[src/rtl/wb_stage.sv]
// Write-back stage: register-file write, flag register, redirect generation and post-redirect flush.
// Optional WB_PERF_EN macro enables the retired/squashed instruction counters.
module wb_stage #(
    parameter int FLUSH_DEPTH = 3
) (
    input  logic        clock,
    input  logic        reset,
    input  logic [1:0]  writeBackControl_wb,
    input  logic        regWrt_wb,
    input  logic        branchZero_wb,
    input  logic        branchNeg_wb,
    input  logic        jump_wb,
    input  logic        jumpMem_wb,
    input  logic [5:0]  rd_wb,
    input  logic [31:0] pc_plus_y_wb,
    input  logic [31:0] xrs_wb,
    input  logic [31:0] readData_wb,
    input  logic [31:0] aluResult_wb,
    input  logic        z_wb,
    input  logic        n_wb,
    output logic        rf_we,
    output logic [5:0]  rf_waddr,
    output logic [31:0] rf_wdata,
    output logic        redirect,
    output logic [31:0] redirect_pc,
    output logic        flush,
    output logic        zflag,
    output logic        nflag,
    output logic [31:0] retired_count,
    output logic [31:0] squash_count
);

    localparam logic [2:0] FLUSH_LOAD = 3'(FLUSH_DEPTH);

    logic [2:0]  flush_cnt;
    logic        active;
    logic        live;
    logic        do_write;
    logic        flag_load;
    logic        taken;
    logic [31:0] target;
    logic [31:0] wdata_next;

    assign flush     = (flush_cnt != 3'd0);
    assign active    = regWrt_wb | branchZero_wb | branchNeg_wb | jump_wb | jumpMem_wb;
    assign live      = ~flush;
    assign do_write  = regWrt_wb & live;
    // Only ALU-sourced writes (ctl 00, or reserved 11 aliased to it) carry meaningful flags.
    assign flag_load = do_write & (writeBackControl_wb[1] == writeBackControl_wb[0]);

    always_comb begin
        wdata_next = aluResult_wb;
        case (writeBackControl_wb)
            2'b01:   wdata_next = readData_wb;
            2'b10:   wdata_next = pc_plus_y_wb;
            default: wdata_next = aluResult_wb;
        endcase
    end

    // Branch conditions read the flag register before this instruction's own update.
    always_comb begin
        taken  = 1'b0;
        target = xrs_wb;
        if (live) begin
            if (jumpMem_wb) begin
                taken  = 1'b1;
                target = readData_wb;
            end else if (jump_wb) begin
                taken  = 1'b1;
            end else if (branchZero_wb && zflag) begin
                taken  = 1'b1;
            end else if (branchNeg_wb && nflag) begin
                taken  = 1'b1;
            end
        end
    end

    always_ff @(posedge clock) begin
        if (reset) begin
            rf_we    <= 1'b0;
            rf_waddr <= 6'd0;
            rf_wdata <= 32'd0;
        end else if (do_write) begin
            rf_we    <= 1'b1;
            rf_waddr <= rd_wb;
            rf_wdata <= wdata_next;
        end else begin
            rf_we    <= 1'b0;
        end
    end

    always_ff @(posedge clock) begin
        if (reset) begin
            zflag <= 1'b0;
            nflag <= 1'b0;
        end else if (flag_load) begin
            zflag <= z_wb;
            nflag <= n_wb;
        end
    end

    always_ff @(posedge clock) begin
        if (reset) begin
            redirect    <= 1'b0;
            redirect_pc <= 32'd0;
        end else begin
            redirect <= taken;
            if (taken)
                redirect_pc <= target;
        end
    end

    // Counter loads on the redirecting edge, so flush rises together with redirect.
    always_ff @(posedge clock) begin
        if (reset)
            flush_cnt <= 3'd0;
        else if (taken)
            flush_cnt <= FLUSH_LOAD;
        else if (flush)
            flush_cnt <= flush_cnt - 3'd1;
    end

`ifdef WB_PERF_EN
    logic [31:0] retired_q;
    logic [31:0] squash_q;

    always_ff @(posedge clock) begin
        if (reset) begin
            retired_q <= 32'd0;
            squash_q  <= 32'd0;
        end else if (active) begin
            if (live)
                retired_q <= retired_q + 32'd1;
            else
                squash_q  <= squash_q + 32'd1;
        end
    end

    assign retired_count = retired_q;
    assign squash_count  = squash_q;
`else
    logic unused_active;
    assign unused_active = active;
    assign retired_count = 32'd0;
    assign squash_count  = 32'd0;
`endif

endmodule
[config.mk]
export PLATFORM = sky130hd
export DESIGN_NAME = wb_stage
export DESIGN_NICKNAME = d
export VERILOG_FILES = /design/src/rtl/wb_stage.sv
export SDC_FILE = /design/constraint.sdc
export NUM_CORES = 1
export LEC_CHECK = 0
export ABC_CLOCK_PERIOD_IN_PS = 1340
export BUFFER_PORTS_ARGS = -buffer_cell sky130_fd_sc_hd__buf_2
export CORE_AREA = 4 4 114 116
export CTS_CLUSTER_SIZE = 12
export DETAILED_ROUTE_END_ITERATION = 8
export DIE_AREA = 0 0 118 120
export MAX_ROUTING_LAYER = met4
export PLACE_DENSITY = 0.86
export SLEW_MARGIN = 20
export SYNTH_ARGS = -nofsm -noshare
export SYNTH_HDL_FRONTEND = slang
export SYNTH_SLANG_ARGS = --single-unit
[constraint.sdc]
create_clock -name clock -period 1.34 [get_ports clock]
set_input_delay 0.134 -clock clock [delete_from_list [all_inputs] [get_ports clock]]
set_output_delay 0.134 -clock clock [all_outputs]
set_load 0.005 [all_outputs]
# Word level (Yosys, flattened, before mapping)
# Index checks and enable logic that the tools add are counted.
# W data, S select, Z words.
# classes
eq_ne	3
n_reduce_logical	5
addsub	1
muxes	11
bitwise	3
# op_table
operator	n
$mux W32	2
$pmux W32 S2	1
$mux W1	6
$mux W2	2
$reduce_bool A3 Y1	1
$sub A3 B1 Y3 const B	1
$and A1 B1 Y1	2
$eq A2 B1 Y1 const B	1
$eq A2 B2 Y1 const B	1
$logic_and A1 B1 Y1	2
$reduce_bool A2 Y1	1
$reduce_or A2 Y1	1
$eq A1 B1 Y1	1
$not A1 Y1	1
# word_totals
input_bits	145
elab_cells	32
output_inout_bits	139
ff_bits	77

# Longest topological paths before layout
# Gate-level depths: netlist of the first run.
# logic_depth
word_depth	7
ltp_mapped	7
mapped_depth_nobuf	5

# Worst setup path before layout of the first run
# Ideal clock, no wire load.
# synth_timing
path_kind	reg2reg
start	register flush_cnt[0]
end	register redirect_pc[16]
slack_ns	-0.151
period_less_slack_ns	1.491
t_required_ns	1.188
t_arrival_ns	1.340
setup_ns	0.152
stages_incl_launch_ff	8
cell_sequence	dfxtp_1 -> inv_1 -> ha_1 -> nand2b_2 -> buf_4 -> buf_4 -> a211oi_2 -> a221oi_2
# synth_via
elab_chain_len	2
elab_cells_between_ends	3
classes_between	mux (2); reduce/logical (1)
# synth_lines
item	line_no	rtl
start, declared	35	logic [2:0] flush_cnt;
start signal, assigned	120	flush_cnt <= flush_cnt - 3'd1;
$reduce_bool A3 Y1 (*)	44	assign flush = (flush_cnt != 3'd0);
$mux W32 or $mux W1 (tied branches)	64	if (live) begin
end signal, assigned	109	redirect_pc <= target;
end, declared	25	output logic [31:0] redirect_pc,
# Every way passes the cells marked *; elsewhere a longest branch is shown, timed or not.
# A chain may end at the register's enable or synchronous reset.

# Final worst setup path of the first run
# layout_timing
start	register flush_cnt[0]
end	register rf_wdata[26]
# layout_via
elab_chain_len	3
# layout_lines
item	line_no	rtl
$reduce_bool A3 Y1	44	
$not A1 Y1	46	assign live = ~flush;
$and A1 B1 Y1	47	assign do_write = regWrt_wb & live;
end signal, assigned	86	rf_wdata <= wdata_next;
end, declared	23	output logic [31:0] rf_wdata,
# No other way between the ends.

==> impl_metrics.env, run 1 <==
export IMPL_final_hold_violation_count=0
export IMPL_peakVddDrop_uv=755
export IMPL_critPathMaxStageDelay_ns=0.32
export IMPL_grt_max_degree=65
export IMPL_met2_length_mm=7.46
export IMPL_p_per_area_nw_per_um2=1440
export IMPL_crit_path_frequent_cell="buf_6"
export IMPL_vias=4341
export IMPL_multiInputGateArea_sq_um=2490
export IMPL_finalCriticalPeriod_ns=1.47
export IMPL_root_buffer="clkbuf_16"
export IMPL_rows=40
export IMPL_cap_violations=0
export IMPL_portBuffers=219
export IMPL_wl_met1_mm=6.29
export IMPL_n_fill_cell=1078
export IMPL_synth_warnings=0
export IMPL_grt_first_pass_wirelength_mm=22.2
export IMPL_coreArea_sq_um=11900
export IMPL_fin_crit_sh_pct=110
export IMPL_cts_sinks=77
export IMPL_relSlewSlack_pct=57.2
export IMPL_io_pin_count=284
export IMPL_die_area_sq_um=14200
export IMPL_h_tree_depth=3
export IMPL_numCtsBuffers=9
export IMPL_highest_layer="met4"
export IMPL_area_growth_pct=36.0
export IMPL_synth_seq_cells=77
export IMPL_syn_avg_cell_area_sq_um=9.52
export IMPL_drive_above_1_share_pct=48.5
export IMPL_postRouteAntennaNets=0
export IMPL_synth_cell_type_count=34
export IMPL_dp_hpwl_mm=11.1
export IMPL_grt_pass1_vias=4075
export IMPL_ys_seq_area_share_pct=33.5
export IMPL_wirelength_mm=15.1
export IMPL_critPathKind="flip-flop to flip-flop"
export IMPL_crit_fanout=8
export IMPL_setup_ws_ns=-0.131
export IMPL_path_clk_slew_ns=0.06
export IMPL_regArea_sq_um=1540
export IMPL_path_cells="inv_2 > ha_4 > nand2b_4 > buf_6 > nor3b_4 > buf_6 > clkbuf_16 > a22o_1"
export IMPL_placed_cells=828
export IMPL_finalMaxSlewViolations=0
export IMPL_crit_slowest_cell="dfxtp_2"
export IMPL_drc=0
export IMPL_setup_viol=70
export IMPL_wire_per_inst_um=17.6
export IMPL_track_usage_pct=20.3
export IMPL_rsz0062_at_grt="true"
export IMPL_antenna_found_initial=1
export IMPL_worst_slew_pin_transition_ns=0.641
export IMPL_skew_ns=0.00346
export IMPL_cts_hold_buf=0
export IMPL_critPathCaptureType="flip-flop"
export IMPL_die_height_um=120
export IMPL_p_leak_uw=0.00297
export IMPL_vias_per_cell=5.05
export IMPL_wl_met3_mm=1.10
export IMPL_overflow=0
export IMPL_layout_nets=856
export IMPL_cp_required_ns=1.61
export IMPL_start_kind="flip-flop"
export IMPL_critical_path_arrival_ns=1.74
export IMPL_drt_iter0_drc=389
export IMPL_max_freq_mhz=680
export IMPL_violations="setup timing"
export IMPL_status="finished with violations"
export IMPL_cts_tree="done"
export IMPL_gp_congestion=0.895
export IMPL_drtPass1Iterations=5
export IMPL_clock_latency_ns=0.33
export IMPL_hold_path_class="input pin to flip-flop"
export IMPL_die_x_um=118
export IMPL_floorplan_initialDensity_pct=38.6
export IMPL_fin_util_pct=52.5
export IMPL_syn_area_sq_um=4600
export IMPL_final_cells=860
export IMPL_clock_path_buffers=2
export IMPL_synthCells=483
metrics by stage:
| stage | total power, uW | hold WS (ns) | instance area (sq um) | setup TNS (ns) | setup WS, ns |
|---|---|---|---|---|---|
| 3_3_place_gp | 5730 | 0.366 | 5660 | -7.78 | -0.213 |
| 3_5_place_dp | 5780 | 0.380 | 5660 | -9.46 | -0.253 |
| 2_1_floorplan | 4890 | 0.278 | 4860 | -0.422 | -0.0141 |
| 6_report | 9000 | 0.0405 | 6260 | -6.27 | -0.131 |
| 5_1_grt | 9470 | 0.0536 | 6260 | -10.50 | -0.200 |
| 4_1_cts | 8910 | 0.0318 | 6150 | -5.30 | -0.108 |
where the power goes:
| group | internal [uW] | switching, uW | total, uW |
|---|---|---|---|
| clock network | 1870 | 939 | 2810 |
| registers | 2680 | 191 | 2870 |
| logic | 1680 | 1640 | 3320 |
| total | 6230 | 2770 | 9000 |
repair_timing:
item / CTS / global route
resized for setup: 8 / 7
gates cloned: 2 / 3
pin swaps: 1 / 9
setup endpoints to repair: 67 / 70
buffers inserted: 7 / 3
hold endpoints to repair: 0 / 0
cells in the mapped netlist:
library cell | count | area (sq um)
a211oi_1 | 7 | 52.6
a211oi_2 | 27 | 338
a211oi_4 | 1 | 20.0
a21o_1 | 1 | 7.51
a21oi_1 | 2 | 10.0
a221oi_1 | 2 | 17.5
a221oi_2 | 30 | 450
a22o_1 | 32 | 280
a22oi_1 | 32 | 240
and4b_1 | 1 | 10.0
buf_1 | 2 | 7.51
buf_2 | 8 | 40.0
buf_4 | 70 | 526
buf_6 | 9 | 101
clkbuf_1 | 16 | 60.1
clkbuf_4 | 1 | 7.51
conb_1 | 1 | 3.75
dfxtp_1 | 77 | 1540
ha_1 | 4 | 50.1
inv_1 | 37 | 139
mux2i_1 | 8 | 80.1
nand2_1 | 33 | 124
nand2_2 | 1 | 6.26
nand2b_2 | 1 | 8.76
nand3b_1 | 1 | 7.51
nand3b_4 | 1 | 20.0
nand4b_1 | 1 | 8.76
nor2_1 | 9 | 33.8
nor2b_1 | 32 | 200
nor2b_4 | 1 | 13.8
nor3b_1 | 1 | 7.51
nor3b_4 | 1 | 18.8
o21a_1 | 1 | 7.51
o21ai_0 | 32 | 160
critical path: cells and delay by family, from the launching register on:
family / cells / cell delay (ns)
simple gates: 2 / 0.28
flops: 1 / 0.32
fa+ha+maj: 1 / 0.17
compound gates: 1 / 0.12
buf+inv: 4 / 0.52
cell type report:
class	instances	area share, %
Inverter	37	2.22
Multi-Input combinational cell	327	39.8
Timing Repair Buffer	255	24.9
Clock buffer	12	3.94
Antenna cell	1	0.0400
Sequential cell	77	24.7
Tap cell	147	2.94
Clock inverter	4	1.52
worst paths after layout:
| check | slack (ns) | to | depth (start not counted) | startpoint |
|---|---|---|---|---|
| max reg2reg | -0.13 | rf_wdata[26] | 8 | flush_cnt[0] |
| max | -0.13 | rf_wdata[26] | 8 | flush_cnt[0] |
| min | 0.04 | rf_waddr[0] | 3 | rd_wb[0] |
| min reg2reg | 0.46 | redirect_pc[22] | 2 | redirect_pc[22] |
routing by layer:
layer,global-route usage (%),up-vias
li1,-,2062
met1,25.6,2055
met2,32.4,200
met3,4.95,24
met4,6.01,0
met5,-,-
cells in the final DEF (no fill, tap or decap), types with 20 or more instances in the layout:
cell type,count
a22o_1,32
inv_1,35
buf_2,218
buf_4,20
a211oi_2,30
a221oi_2,31
a22oi_1,32
o21ai_0,32
nor2b_1,32
conb_1,64
nand2_1,33
dfxtp_1,75
cells by family (layout without fill, tap and decap cells):
kind of cell             after synthesis  count (layout)  share of synthesized area [%]
multiplexers                           8               8                           1.74
flip-flops                            77              77                           33.5
AO/OA/AOI/OAI                        167             167                           34.4
AND/OR/NAND/NOR                       83              84                           9.98
adder cells (fa/ha/maj)                4               4                           1.09
other                                  1              65                         0.0815
buffers and inverters                143             308                           19.2
sequential cells by signal (all words and copies together) (netlist names):
signal       count
flush_cnt        3
redirect         1
rf_wdata        32
redirect_pc     32
zflag            1
rf_waddr         6
nflag            1
rf_we            1
Power figures use the tool's default switching activity.
==> run 2: changes to the inputs <==
Settings changed: GPL_TIMING_DRIVEN set to 0.
==> run 2 against run 1 <==
  * The run still ends with setup timing left
  * Critical path depth down 2
  * Combinational power rose by 11%
  * Setup slack improved by 0.025 ns
  * Non-clock buffer count rose by 92
  * Wire length up 10%
  * Utilization rose by 5.7 points
  * Design area rose by 11%
  * Global-route usage grew 2.4 points
  * Hold slack improved by 0.0034 ns
  * Critical path type is now flip-flop to primary output
  * Critical endpoint is now flush
==> impl_metrics.env, run 2 (same netlist as run 1, synthesis figures left out) <==
export IMPL_final_common_cell="buf_2"
export IMPL_finalMaxSlewViolations=0
export IMPL_combPwrFrac_pct=41.9
export IMPL_mostFrequentLayoutCells="219 x buf_2, 80 x buf_4, 74 x dfxtp_1"
export IMPL_final_hold_violation_count=0
export IMPL_vias_per_cell=4.85
export IMPL_cap_violations=0
export IMPL_p_clk_share_pct=25.3
export IMPL_wirelength_mm=16.7
export IMPL_numCtsBuffers=9
export IMPL_clock_latency_ns=0.33
export IMPL_drtPass1Iterations=4
export IMPL_critPathCaptureType="primary output"
export IMPL_rsz0062_at_grt="true"
export IMPL_critPathMaxStageDelay_ns=0.32
export IMPL_fin_crit_sh_pct=108
export IMPL_finalCriticalPeriod_ns=1.45
export IMPL_dp_hpwl_mm=12.9
export IMPL_worstReg2RegEnd="rf_wdata[30]"
export IMPL_overflow=0
export IMPL_cts_sinks=77
export IMPL_critPathKind="flip-flop to primary output"
export IMPL_setup_tns_ns=-3.46
export IMPL_r2r_start="flush_cnt[1]"
export IMPL_wire_per_inst_um=17.6
export IMPL_io_pin_count=284
export IMPL_antennaDiodeCount=0
export IMPL_path_cells="inv_2 > ha_4 > nand2b_4 > buf_8 > buf_8 > buf_6"
export IMPL_grt_max_degree=14
export IMPL_cts_tree="done"
export IMPL_crit_slowest_cell="dfxtp_2"
export IMPL_swShare_pct=33.7
export IMPL_drt_iter0_drc=345
export IMPL_track_usage_pct=22.7
export IMPL_die_x_um=118
export IMPL_worst_slew_pin_transition_ns=0.776
export IMPL_start_kind="flip-flop"
export IMPL_switchingPower_uw=2950
export IMPL_layout_nets=947
export IMPL_status="finished with violations"
export IMPL_gp_congestion=0.934
export IMPL_grt_first_pass_wirelength_mm=24.7
export IMPL_antenna_found_initial=0
export IMPL_drc=0
export IMPL_hold_path_class="input pin to flip-flop"
export IMPL_violations="setup timing"
export IMPL_path_clk_slew_ns=0.06
export IMPL_area_growth_pct=50.7
export IMPL_top_regs="redirect_pc (32), rf_wdata (32), rf_waddr (6)"
export IMPL_portBuffers=218
export IMPL_floorplan_initialDensity_pct=38.6
export IMPL_relSlewSlack_pct=48.3
export IMPL_grt_pass1_vias=4658
export IMPL_die_area_sq_um=14200
export IMPL_cts_hold_buf=0
export IMPL_pre_cts_slack_ns=-0.400
export IMPL_peakVddDrop_uv=680
export IMPL_ff2ff_path_depth=8
export IMPL_r2r_slack_ns=-0.10
export IMPL_root_buffer="clkbuf_16"
export IMPL_setup_viol=66
export IMPL_vias=4612
export IMPL_max_freq_mhz=692
export IMPL_setup_ws_ns=-0.105
export IMPL_crit_end="flush"
export IMPL_n_fill_cell=1081
export IMPL_p_int_uw=5800
export IMPL_crit_path_frequent_cell="buf_8"
export IMPL_pwr_share_seq_pct=32.8
export IMPL_path_delay_family="buffers and inverters"
export IMPL_crit_buf_inv=4
export IMPL_h_tree_depth=3
export IMPL_crit_fanout=6
export IMPL_postRouteAntennaNets=0
export IMPL_rows=40
export IMPL_skew_ns=0.00777
export IMPL_cp_required_ns=1.21
export IMPL_cp_startpoint="flush_cnt[1]"
export IMPL_critical_path_arrival_ns=1.31
export IMPL_drive_above_1_share_pct=52.9
export IMPL_die_height_um=120
export IMPL_coreArea_sq_um=11900
export IMPL_clock_path_buffers=2
export IMPL_p_per_area_nw_per_um2=1260
export IMPL_crit_cells=6
export IMPL_p_leak_uw=0.00339
run 2: worst reg2reg max path, stage by stage, from the launching register on:
cell and delay, ns:
dfxtp_2 0.32, inv_2 0.08, ha_4 0.15, nand2b_4 0.07, buf_4 0.14, nor3b_4 0.19, buf_6 0.17, buf_8 0.14
a22o_1 0.13
run 2: timing repair:
item,4_1_cts,5_1_grt
buffers inserted,19,2
pin swaps,47,25
resized for setup,54,14
setup endpoints to repair,65,76
gates cloned,4,2
run 2: worst min-delay path by stage:
| stage | start | endpoint | slack (ns) | depth (start not counted) |
|---|---|---|---|---|
| floorplan | n_wb | nflag | 0.28 | 2 |
| global placement | z_wb | zflag | 0.37 | 3 |
| detailed placement | rd_wb[0] | rf_waddr[0] | 0.38 | 3 |
| CTS | rd_wb[0] | rf_waddr[0] | 0.03 | 3 |
| global route | rd_wb[0] | rf_waddr[0] | 0.04 | 3 |
| finish | rd_wb[0] | rf_waddr[0] | 0.04 | 3 |
run 2: layer usage:
| layer | routed length [um] | vias up | track usage (%) |
|---|---|---|---|
| li1 | - | 2230 | - |
| met1 | 6980 | 2124 | 27.5 |
| met2 | 8330 | 220 | 37.6 |
| met3 | 902 | 38 | 4.05 |
| met4 | 467 | 0 | 9.01 |
| met5 | 0 | - | - |
run 2: per-stage QoR:
stage | instance area, sq um | util [%] | std cells | hold slack [ns] | total power (uW)
after CTS | 6860 | 57.6 | 949 | 0.0284 | 8780
after detailed placement | 6140 | 51.5 | 911 | 0.376 | 5930
after global placement | 6140 | 51.5 | 911 | 0.366 | 5870
after global routing | 6930 | 58.2 | 950 | 0.0380 | 9210
after floorplan | 4860 | - | 546 | 0.278 | 4890
final | 6930 | 58.2 | 950 | 0.0439 | 8750
run 2: final cells by class:
class	count	area, sq um	share of cell area (%)
Buffer	104	842	12.2
Clock buffer	9	225	3.25
Clock inverter	7	42.5	0.614
Inverter	37	139	2.00
Multi-Input combinational cell	326	2560	36.9
Sequential cell	77	1550	22.3
Tap cell	147	184	2.65
Timing Repair Buffer	243	1390	20.1
run 2: power by group through the flow:
stage,Sequential (uW),Clock (uW),Combinational [uW]
2_1_floorplan,2950,0,1940
3_3_place_gp,2890,0,2980
3_5_place_dp,2910,0,3020
4_1_cts,2860,2260,3660
5_1_grt,2910,2370,3930
6_report,2870,2210,3670
